==> src/rtl/mem_arb_pkg.sv <==
// Shared types and constants for the single-port RAM arbiter.
// The owner encoding records who receives the read data returned in the next cycle.
package mem_arb_pkg;

  localparam int STREAK_W = 4;

  typedef enum logic [1:0] {
    OWN_NONE = 2'd0,
    OWN_IF   = 2'd1,
    OWN_DM   = 2'd2
  } owner_t;

endpackage

==> src/rtl/arb_streak_counter.sv <==
// Counts consecutive data grants that were won while fetch was waiting.
// Asserts force_if once the limit is reached, so fetch cannot be starved.
module arb_streak_counter
  import mem_arb_pkg::*;
#(
  parameter int MAX_STREAK = 3
) (
  input  logic                clk,
  input  logic                rst,
  input  logic                if_req,
  input  logic                if_gnt,
  input  logic                dm_gnt,
  output logic [STREAK_W-1:0] streak,
  output logic                force_if
);

  localparam logic [STREAK_W-1:0] MAX_VAL = STREAK_W'(MAX_STREAK);

  // NOTE: sequential state uses non-blocking assignments only, so every flop samples pre-edge values.
  always_ff @(posedge clk or posedge rst) begin
    if (rst) begin
      streak <= '0;
    end else if (if_gnt || !if_req) begin
      streak <= '0;
    end else if (dm_gnt && (streak != MAX_VAL)) begin
      streak <= streak + 1'b1;
    end
  end

  assign force_if = (streak == MAX_VAL);

endmodule

==> src/rtl/mem_port_arbiter.sv <==
// Shares one synchronous single-port RAM between instruction fetch and the data stage.
// Data wins contention unless the streak limit forces a fetch grant; reads return one cycle later.
module mem_port_arbiter
  import mem_arb_pkg::*;
#(
  parameter int ADDR_W     = 12,
  parameter int MAX_STREAK = 3
) (
  input  logic              clk,
  input  logic              rst,
  input  logic              if_req,
  input  logic [ADDR_W-1:0] if_addr,
  output logic              if_gnt,
  output logic              if_rvalid,
  output logic [31:0]       if_rdata,
  input  logic              if_flush,
  input  logic              dm_req,
  input  logic              dm_we,
  input  logic [ADDR_W-1:0] dm_addr,
  input  logic [31:0]       dm_wdata,
  output logic              dm_gnt,
  output logic              dm_rvalid,
  output logic [31:0]       dm_rdata,
  output logic              ram_en,
  output logic              ram_we,
  output logic [ADDR_W-1:0] ram_addr,
  output logic [31:0]       ram_wdata,
  input  logic [31:0]       ram_rdata,
  output logic              stall_if,
  output logic              stall_mem
);

  logic [STREAK_W-1:0] streak;
  logic                force_if;
  owner_t              owner;
  owner_t              owner_nxt;

  arb_streak_counter #(
    .MAX_STREAK(MAX_STREAK)
  ) u_streak (
    .clk     (clk),
    .rst     (rst),
    .if_req  (if_req),
    .if_gnt  (if_gnt),
    .dm_gnt  (dm_gnt),
    .streak  (streak),
    .force_if(force_if)
  );

  // Fetch wins only when alone or when data has held the port too long.
  assign if_gnt    = if_req && (!dm_req || force_if);
  assign dm_gnt    = dm_req && !if_gnt;
  assign stall_if  = if_req && !if_gnt;
  assign stall_mem = dm_req && !dm_gnt;

  // NOTE: every output of this block gets a default first, so no latch can be inferred.
  always_comb begin
    ram_en    = 1'b0;
    ram_we    = 1'b0;
    ram_addr  = '0;
    ram_wdata = '0;
    owner_nxt = OWN_NONE;
    if (if_gnt) begin
      ram_en    = 1'b1;
      ram_addr  = if_addr;
      owner_nxt = if_flush ? OWN_NONE : OWN_IF;
    end else if (dm_gnt) begin
      ram_en    = 1'b1;
      ram_we    = dm_we;
      ram_addr  = dm_addr;
      ram_wdata = dm_wdata;
      owner_nxt = dm_we ? OWN_NONE : OWN_DM;
    end
  end

  always_ff @(posedge clk or posedge rst) begin
    if (rst) begin
      owner <= OWN_NONE;
    end else begin
      owner <= owner_nxt;
    end
  end

  // A flush in the return cycle discards the fetch data; data returns are never affected.
  assign if_rvalid = (owner == OWN_IF) && !if_flush;
  assign dm_rvalid = (owner == OWN_DM);
  assign if_rdata  = ram_rdata;
  assign dm_rdata  = ram_rdata;

endmodule

==> config.mk <==
export PLATFORM = sky130hd
export DESIGN_NAME = mem_port_arbiter
export DESIGN_NICKNAME = d
export VERILOG_FILES = /design/src/rtl/mem_arb_pkg.sv /design/src/rtl/arb_streak_counter.sv /design/src/rtl/mem_port_arbiter.sv
export SDC_FILE = /design/constraint.sdc
export NUM_CORES = 1
export LEC_CHECK = 0
export BUFFER_PORTS_ARGS = -buffer_cell sky130_fd_sc_hd__buf_2
export CORE_AREA = 2 2 81 83
export DETAILED_ROUTE_END_ITERATION = 8
export DIE_AREA = 0 0 83 85
export HOLD_SLACK_MARGIN = 0.05
export SYNTH_ARGS = -nofsm -noshare
export SYNTH_HDL_FRONTEND = slang
export SYNTH_SLANG_ARGS = --single-unit
==> constraint.sdc <==
create_clock -name clk -period 1.7 [get_ports clk]
set_input_delay 0.085 -clock clk [delete_from_list [all_inputs] [get_ports clk]]
set_output_delay 0.085 -clock clk [all_outputs]
set_load 0.05 [all_outputs]
Yosys cells after proc, flatten, opt, wreduce, memory -nomap -nowiden
Cells that the tools add are included.
{"block": "totals", "word_cells": 35, "memories": 0, "out_inout_bits": 116, "romBits": 0, "ram_bits": 0, "latch_bits": 0, "in_bits": 94, "reg_bits": 6}
{"block": "op_classes", "shifts": 0, "magnitude_cmp": 0, "n_reduce_logical": 14, "mux": 14, "multipliers": 0, "n_div": 0, "n_eq_ne": 4, "bitwise": 0, "add_sub_neg": 1}
{"operator": "$mux W32", "n": 2}
{"operator": "$mux W12", "n": 2}
{"operator": "$mux W4", "n": 2}
{"operator": "$logic_and A1 B1 Y1", "n": 6}
{"operator": "$mux W2", "n": 3}
{"operator": "$logic_not A1 Y1", "n": 5}
{"operator": "$mux W1", "n": 5}
{"operator": "$add A4 B1 Y4 const B", "n": 1}
{"operator": "$eq A4 B2 Y1 const B", "n": 1}
{"operator": "$ne A4 B2 Y1 const B", "n": 1}
{"operator": "$eq A2 B1 Y1 const B", "n": 1}
{"operator": "$eq A2 B2 Y1 const B", "n": 1}
{"operator": "$logic_or A1 B1 Y1", "n": 2}
{"operator": "$reduce_bool A2 Y1", "n": 1}

Logic depth before layout (Yosys ltp)
Gate-level depths: netlist of the first run.
{"block": "depth", "depth_word": 8, "mapped_depth": 6, "mapped_depth_nobuf": 4}

Modules after synthesis
From an unflattened synthesis of the first run, not the netlist that was laid out.
{"block": "unflattened", "hier_cells": 153, "area_unflattened_um2": 1219.9}
{"mod": "mem_port_arbiter", "cells_per_inst": 131, "n_inst": 1, "area_per_inst_um2": 1007.2, "seq_area_each_um2": 50.0}
{"mod": "arb_streak_counter", "cells_per_inst": 22, "n_inst": 1, "area_per_inst_um2": 212.7, "seq_area_each_um2": 100.1}

Worst setup path before layout of the first run
No wires, ideal clock.
{"block": "synth_path", "path_kind": "flip-flop to output port", "startpoint": "reg u_streak.streak[0]", "endpoint": "out ram_wdata[22]", "stages_incl_launch_ff": 6, "required_ps": 1615, "slack_ps": -391, "t_arrival_ps": 2006, "path_buffers": 1, "cell_sequence": "dfrtp_1 ha_1 nor3b_1 a21boi_1 clkbuf_1 and2_1"}
{"block": "synth_via", "elab_chain_cells": 7}
{"item": "start: declaration", "line_no": "arb_streak_counter.sv:13", "rtl": "output logic [STREAK_W-1:0] streak,"}
{"item": "start signal: assignment", "line_no": "arb_streak_counter.sv:26", "rtl": "streak <= streak + 1'b1;"}
{"item": "$eq A4 B2 Y1", "line_no": "arb_streak_counter.sv:30", "rtl": "assign force_if = (streak == MAX_VAL);"}
{"item": "$logic_or A1 B1 Y1", "line_no": "mem_port_arbiter.sv:51", "rtl": "assign if_gnt = if_req && (!dm_req || force_if);"}
{"item": "$logic_and A1 B1 Y1", "line_no": "mem_port_arbiter.sv:51"}
{"item": "$logic_not A1 Y1", "line_no": "mem_port_arbiter.sv:52", "rtl": "assign dm_gnt = dm_req && !if_gnt;"}
{"item": "$logic_and A1 B1 Y1", "line_no": "mem_port_arbiter.sv:52"}
{"item": "named net dm_gnt", "line_no": "mem_port_arbiter.sv:21", "rtl": "output logic dm_gnt,"}
{"item": "$mux W32", "line_no": "mem_port_arbiter.sv:67", "rtl": "end else if (dm_gnt) begin"}
{"item": "$mux W32", "line_no": "mem_port_arbiter.sv:63", "rtl": "if (if_gnt) begin"}
{"item": "end: declaration", "line_no": "mem_port_arbiter.sv:27", "rtl": "output logic [31:0] ram_wdata,"}
The timed path passes the listed nets, and every way through them passes these cells.

Worst setup path in the final report of the first run
{"block": "layout_path", "startpoint": "reg u_streak.streak[1]", "endpoint": "out ram_addr[1]"}
{"block": "layout_via", "elab_chain_cells": 7}
{"item": "$eq A4 B2 Y1 *", "line_no": "arb_streak_counter.sv:30"}
{"item": "$logic_or A1 B1 Y1 *", "line_no": "mem_port_arbiter.sv:51"}
{"item": "$logic_and A1 B1 Y1 *", "line_no": "mem_port_arbiter.sv:51"}
{"item": "$logic_not A1 Y1", "line_no": "mem_port_arbiter.sv:52"}
{"item": "$logic_and A1 B1 Y1", "line_no": "mem_port_arbiter.sv:52"}
{"item": "$mux W12", "line_no": "mem_port_arbiter.sv:67"}
{"item": "$mux W12 *", "line_no": "mem_port_arbiter.sv:63"}
{"item": "end: declaration", "line_no": "mem_port_arbiter.sv:26", "rtl": "output logic [ADDR_W-1:0] ram_addr,"}
Mark *: on every way between the ends. The rest lies on a longest branch, timed or not.

==> impl_metrics.py, run 1 <==
metrics = {
    "status": {
        "status": "complete, but fails checks",
        "failed_checks": "setup timing",
    },
    "finish": {
        "drive_gt1_share_pct": 85.8,
        "post-route-util_pct": 33.2,
        "multi_input_area_um2": 591,
        "syn2layout_area_growth_pct": 80.9,
        "finalInstanceArea_mm2": 0.00206,
        "fillCellCount": 644,
        "fin_cells": 281,
        "seq_area_um2": 150,
        "diodes": 0,
        "nets": 301,
    },
    "critical_path": {
        "critPathKind": "reg -> out",
        "worst_setup_path_end_kind": "output port",
        "critPathArrivalTime_ns": 1.85,
        "r2r_start": "u_streak.streak[1]",
        "reg2reg_to": "owner[0]",
        "reg2regPathDepth": 5,
        "rrSetupSlack_ns": 0.23,
        "crit_path_start_kind": "flop",
        "cp_max_fo": 14,
        "crit_required_ns": 1.62,
    },
    "min_path": {
        "worstHoldEndpoint": "owner[0]",
        "hp-start": "if_flush",
        "hold_depth": 2,
        "min_path_type": "in -> reg",
    },
    "routing": {
        "drt_iter0_markers": 20,
        "drcViolationCount": 0,
        "vias": 1066,
        "drt-pass1-iter-count": 2,
        "drt-wirelength-per-cell_um": 13.5,
        "met3WireLength_um": 335,
        "routed_via_density": 3.79,
        "drt-met1-wl_um": 1320,
        "ant_nets": 0,
        "wl_um": 3790,
        "dr_wl_met2_um": 2120,
        "top_layer": "met4",
    },
    "sta": {
        "finalHoldViolations": 0,
        "min_period_ns": 1.94,
        "max_freq_mhz": 516,
        "fin_crit_sh_pct": 114,
        "drv_slew": 0,
        "slew_headroom_pct": 83.0,
        "fin_ws_ns": -0.239,
        "whs_ns": 0.167,
        "rsz0062_at_grt": "yes",
        "skew_ns": 0.000750,
        "finalSetupViolCount": 47,
        "worstMarginPinSlew_ns": 0.255,
    },
    "synthesis": {
        "synth_seq_cells": 6,
        "synth_area_per_cell_um2": 7.97,
        "yosys.area_share.simple_pct": 26.1,
        "synth_nets": 238,
        "synth_top_area_cell": "buf_4",
        "synthXorXnorAreaFrac_pct": 1.54,
        "syn_area_mm2": 0.00114,
        "yosys.area_share.adder_pct": 1.10,
        "synth_compound_area_share_pct": 12.4,
        "yosysSeqAreaShare_pct": 13.2,
        "synth_top_area_share_pct": 42.2,
        "ys_top_cells_by_area": "buf_4 (42%), and2_1 (19%), dfrtp_1 (13%), a22o_2 (7.0%), a22o_1 (3.1%)",
        "yosys.cell_types.count": 23,
        "synth_mux_area_share_pct": 0,
        "synth_top_family_by_area": "buffers and inverters",
        "synth_warnings": 0,
        "syn-instance-count": 143,
    },
    "power_and_ir_drop": {
        "leakage_nw": 1.09,
        "powerDensity_mw_per_mm2": 525,
        "peakVddDrop_mv": 0.404,
        "finalPower_mw": 1.08,
    },
    "floorplan": {
        "die_area_mm2": 0.00706,
        "initial_utilization_pct": 18.4,
        "num_io_pins": 210,
        "die_width_um": 83,
        "rows": 29,
        "die_h_um": 85,
        "core_mm2": 0.00620,
    },
    "placed_design": {
        "post_dp_cell_area_mm2": 0.00147,
        "hpwl_um": 2650,
        "gp_congestion": 0.730,
        "portBuffers": 113,
        "dp_cells": 270,
    },
    "global_routing": {
        "antenna_found_initial": 0,
        "grt-ovfl-total": 0,
        "grt_pass1_wl_um": 5700,
        "grt_pass1_vias": 1131,
        "track_usage_pct": 9.86,
        "grt_max_degree": 18,
    },
    "cts": {
        "ctsLongestPathBuffers": 2,
        "clock-sinks": 6,
        "clkTransAtPathRegs_ns": 0.04,
        "cts-buffers-inserted": 3,
        "clock-root-buffer": "clkbuf_8",
        "h-tree-depth": 1,
        "clk_latency_ns": 0.22,
        "cts_tree": "yes",
    },
    "job": {
        "cap_violations": 0,
    },
}
-- worst max path at each step --
stage,start,to,slack [ns],cells past startpoint
final,u_streak.streak[1],ram_addr[1],-0.24,6
after global routing,u_streak.streak[1],ram_addr[1],-0.33,6
after detailed placement,u_streak.streak[1],ram_addr[1],-0.07,6
after global placement,u_streak.streak[0],ram_addr[1],-0.04,6
after CTS,u_streak.streak[1],ram_addr[1],-0.23,6
after floorplan,u_streak.streak[0],ram_wdata[19],-0.08,6
-- metal layers --
layer	vias up	global-route usage, %
li1	514	-
met1	484	10.4
met2	63	17.7
met3	5	4.57
met4	0	2.68
met5	-	0
-- synthesized netlist by cell type --
master    instances
nor2_1            3
and2b_1           1
a21boi_4          1
or2_2             1
xnor2_1           1
a22o_2            8
inv_1             2
buf_4            64
clkbuf_1          3
xor2_1            1
a22o_1            4
and3_1            2
and2_1           34
nor3b_1           2
buf_2             2
ha_1              1
nand2_1           1
nor2b_1           2
buf_6             1
a21boi_1          1
nand3_1           1
or3b_4            1
dfrtp_1           6
-- worst max-delay path: stages (launching register included) --
cell,delay (ns)
dfrtp_1,0.35
ha_2,0.19
or3b_4,0.41
a21boi_4,0.18
buf_12,0.15
a22o_1,0.18
buf_6,0.17
-- through the flow --
stage | TNS, ns | setup slack, ns
CTS | -9.26 | -0.227
detailed placement | -1.42 | -0.0677
global route | -12.45 | -0.325
floorplan | -0.950 | -0.0835
finish | -8.56 | -0.239
global placement | -0.558 | -0.0415
-- kinds of logic after synthesis --
family,Yosys count
buf+inv,72
simple gates,48
compound gates,14
flops,6
xor+xnor,2
fa+ha+maj,1
-- report_power, final --
group,internal (mW),switching (mW)
logic,0.329,0.388
registers,0.148,0.00222
clock network,0.152,0.0626
-- cell usage in the layout (no fill, tap or decap) --
master and instances:
and2b_1 1, nor2_1 3, nand3_1 1, and2_1 1, buf_8 33, ha_2 1, buf_4 5, xor2_1 1
inv_1 2, xnor2_1 1, a22o_2 3, and2_4 23, clkbuf_8 3, nor2b_1 2, clkbuf_16 2, nor3b_1 2
dlygate4sd3_1 2, or3b_4 1, or2_2 1, a22o_1 4, nand2_1 1, buf_6 18, buf_12 2, dfrtp_1 6
and2_2 10, a22o_4 5, a21boi_4 2, buf_2 66, and3_1 2
-- flip-flops by register name (all words and copies together) (netlist names) --
| name | flops |
|---|---|
| u_streak.streak | 4 |
| owner | 2 |
-- layout make-up --
class,count,area share [%]
clock buffers,3,2.00
multi-input cells,65,28.6
repair buffers,128,57.0
flip-flops and latches,6,7.28
inverters,2,0.364
well taps,77,4.67
-- repair_timing --
item	CTS	global route
endpoints found under the hold margin	7	0
pin swaps	1	8
gates resized for setup	124	21
hold buffers	2	0
gates cloned	1	2
buffers inserted	4	1
setup endpoints to repair	47	48
Note: power is estimated with default switching activity, not from simulation.
==> run 2, diff against run 1 <==
==> constraint.sdc (replaced) <==
create_clock -name clk -period 1.7 [get_ports clk]
set_input_delay 0.085 -clock clk [delete_from_list [all_inputs] [get_ports clk]]
set_output_delay 0.085 -clock clk [all_outputs]
set_load 0.005 [all_outputs]
==> run 2 against run 1 <==
The flow still finishes with violations (setup timing). Fmax grew 3.6%. Sequential power is essentially flat. Register-to-register slack lost 0.03 ns. Sequential cell count is the same. Wire length grew 2.3%. Largest cell class unchanged.
==> impl_metrics.py, run 2 (synthesis gave the netlist of run 1 again) <==
metrics = {
    "critical_path": {
        "critPathArrivalTime_ns": 1.79,
        "critPathKind": "reg -> out",
        "crit_chain": "ha_2, or3b_4, a21boi_4, buf_12, a22o_2, buf_2",
        "crit_required_ns": 1.62,
        "slowest_stage": "or3b_4",
        "cp_max_fo": 10,
        "crit_path_start_kind": "flop",
        "rrSetupSlack_ns": 0.20,
        "slowest_delay_ns": 0.40,
        "worst_setup_path_end_kind": "output port",
    },
    "floorplan": {
        "initial_utilization_pct": 18.4,
        "core_mm2": 0.00620,
        "die_width_um": 83,
        "rows": 29,
        "num_io_pins": 210,
        "die_h_um": 85,
        "die_area_mm2": 0.00706,
    },
    "finish": {
        "finalInstanceArea_mm2": 0.00193,
        "largest_register_ffs": 4,
        "regMostFlops": "u_streak.streak",
        "post-route-util_pct": 31.0,
        "nets": 305,
        "drive_gt1_share_pct": 85.6,
        "syn2layout_area_growth_pct": 68.9,
        "diodes": 0,
        "final_common_cell": "buf_2",
        "mostFrequentLayoutCells": "buf_2 (81), buf_6 (36), and2_4 (30)",
        "largestRegisters": "u_streak.streak x4, owner x2",
    },
    "cts": {
        "cts_tree": "yes",
        "cts-buffers-inserted": 3,
        "h-tree-depth": 1,
        "clk_latency_ns": 0.23,
        "clock-root-buffer": "clkbuf_8",
        "clkTransAtPathRegs_ns": 0.04,
        "ctsLongestPathBuffers": 2,
        "clock-sinks": 6,
    },
    "sta": {
        "slew_headroom_pct": 83.2,
        "finalHoldViolations": 0,
        "skew_ns": 0.000253,
        "rsz0062_at_grt": "yes",
        "fin_crit_sh_pct": 110,
        "final.setup.tns_ns": -5.61,
        "finalSetupViolCount": 47,
        "drv_slew": 0,
        "fin_ws_ns": -0.171,
        "max_freq_mhz": 534,
        "min_period_ns": 1.87,
        "worstMarginPinSlew_ns": 0.252,
    },
    "routing": {
        "drcViolationCount": 0,
        "wl_um": 3880,
        "ant_nets": 0,
        "drt-wirelength-per-cell_um": 13.6,
        "drt-pass1-iter-count": 4,
        "drt_iter0_markers": 15,
        "routed_via_density": 3.92,
        "vias": 1117,
    },
    "global_routing": {
        "grt_pass1_wl_um": 4930,
        "grt_max_degree": 21,
        "track_usage_pct": 8.46,
        "grt-ovfl-total": 0,
        "grt_pass1_vias": 1028,
        "antenna_found_initial": 0,
    },
    "placed_design": {
        "gp_congestion": 0.680,
        "place_ws_ns": -0.0322,
        "hpwl_um": 2420,
        "post_dp_cell_area_mm2": 0.00131,
        "portBuffers": 113,
    },
    "job": {
        "cap_violations": 0,
    },
    "status": {
        "failed_checks": "setup timing",
        "status": "complete, but fails checks",
    },
    "power_and_ir_drop": {
        "leakage_nw": 1.06,
        "finalPower_uw": 775,
        "peakVddDrop_mv": 0.254,
        "powerDensity_mw_per_mm2": 402,
    },
    "min_path": {
        "min_path_type": "in -> reg",
    },
}
run 2: cell types whose count changed in the layout (fill, tap and decap cells not counted), sizes merged:
cell	change
clkbuf	+1
buf	+3
run 2: final timing paths:
kind                                     from            endpoint  depth (start not counted)
max reg2reg                u_streak.streak[1]            owner[0]                          5
max                        u_streak.streak[1]         ram_addr[6]                          6
min                                  if_flush            owner[0]                          2
min reg2reg                u_streak.streak[0]  u_streak.streak[0]                          2
min in group asynchronous                 rst            owner[0]                          3
max in group asynchronous                 rst  u_streak.streak[2]                          3
run 2: per-layer routing:
layer	vias up	wire (um)	track usage [%]	part of all wire (%)
met3	27	374	3.11	9.6
li1	525	-	-	-
met1	501	1280	8.81	33
met2	64	2100	14.8	54
met4	0	125	4.62	3.2
met5	-	0	0	0
run 2: critical path: cells and delay by family (launching register included):
family                     cells  cell delay, ns
and+or+nand+nor                1            0.40
adders and majority gates      1            0.21
DFF                            1            0.36
buffers and inverters          2            0.25
AOI/OAI and AO/OA              2            0.33
run 2: power by group:
| part | leakage [nW] | switching, mW | total [mW] | internal (mW) |
|---|---|---|---|---|
| Combinational | 0.960 | 0.132 | 0.406 | 0.274 |
| Sequential | 0.0812 | 0.00239 | 0.150 | 0.148 |
| Clock | 0.0216 | 0.0660 | 0.218 | 0.152 |
run 2: area by class of cell:
cell class / instances / area, um2
multi-input cells: 65 / 584
inverters: 2 / 7.51
fillers: 629 / 4280
flip-flops and latches: 6 / 150
repair buffers: 132 / 1050
clock buffers: 3 / 41.3
well taps: 77 / 96.3
run 2: metrics by stage:
stage,hold slack (ns),std cells
2_1_floorplan,-0.124,143
3_3_place_gp,0.00771,265
3_5_place_dp,0.0131,265
4_1_cts,0.163,278
5_1_grt,0.170,285
6_report,0.159,285
run 2: timing repair:
| item | in CTS | in global routing |
|---|---|---|
| gates cloned | 2 | 4 |
| hold buffers | 2 | 0 |
| gates resized for setup | 9 | 75 |
| setup endpoints to repair | 46 | 46 |
| buffers inserted | 7 | 4 |
| pin swaps | 3 | 36 |
| endpoints found under the hold margin | 7 | 0 |
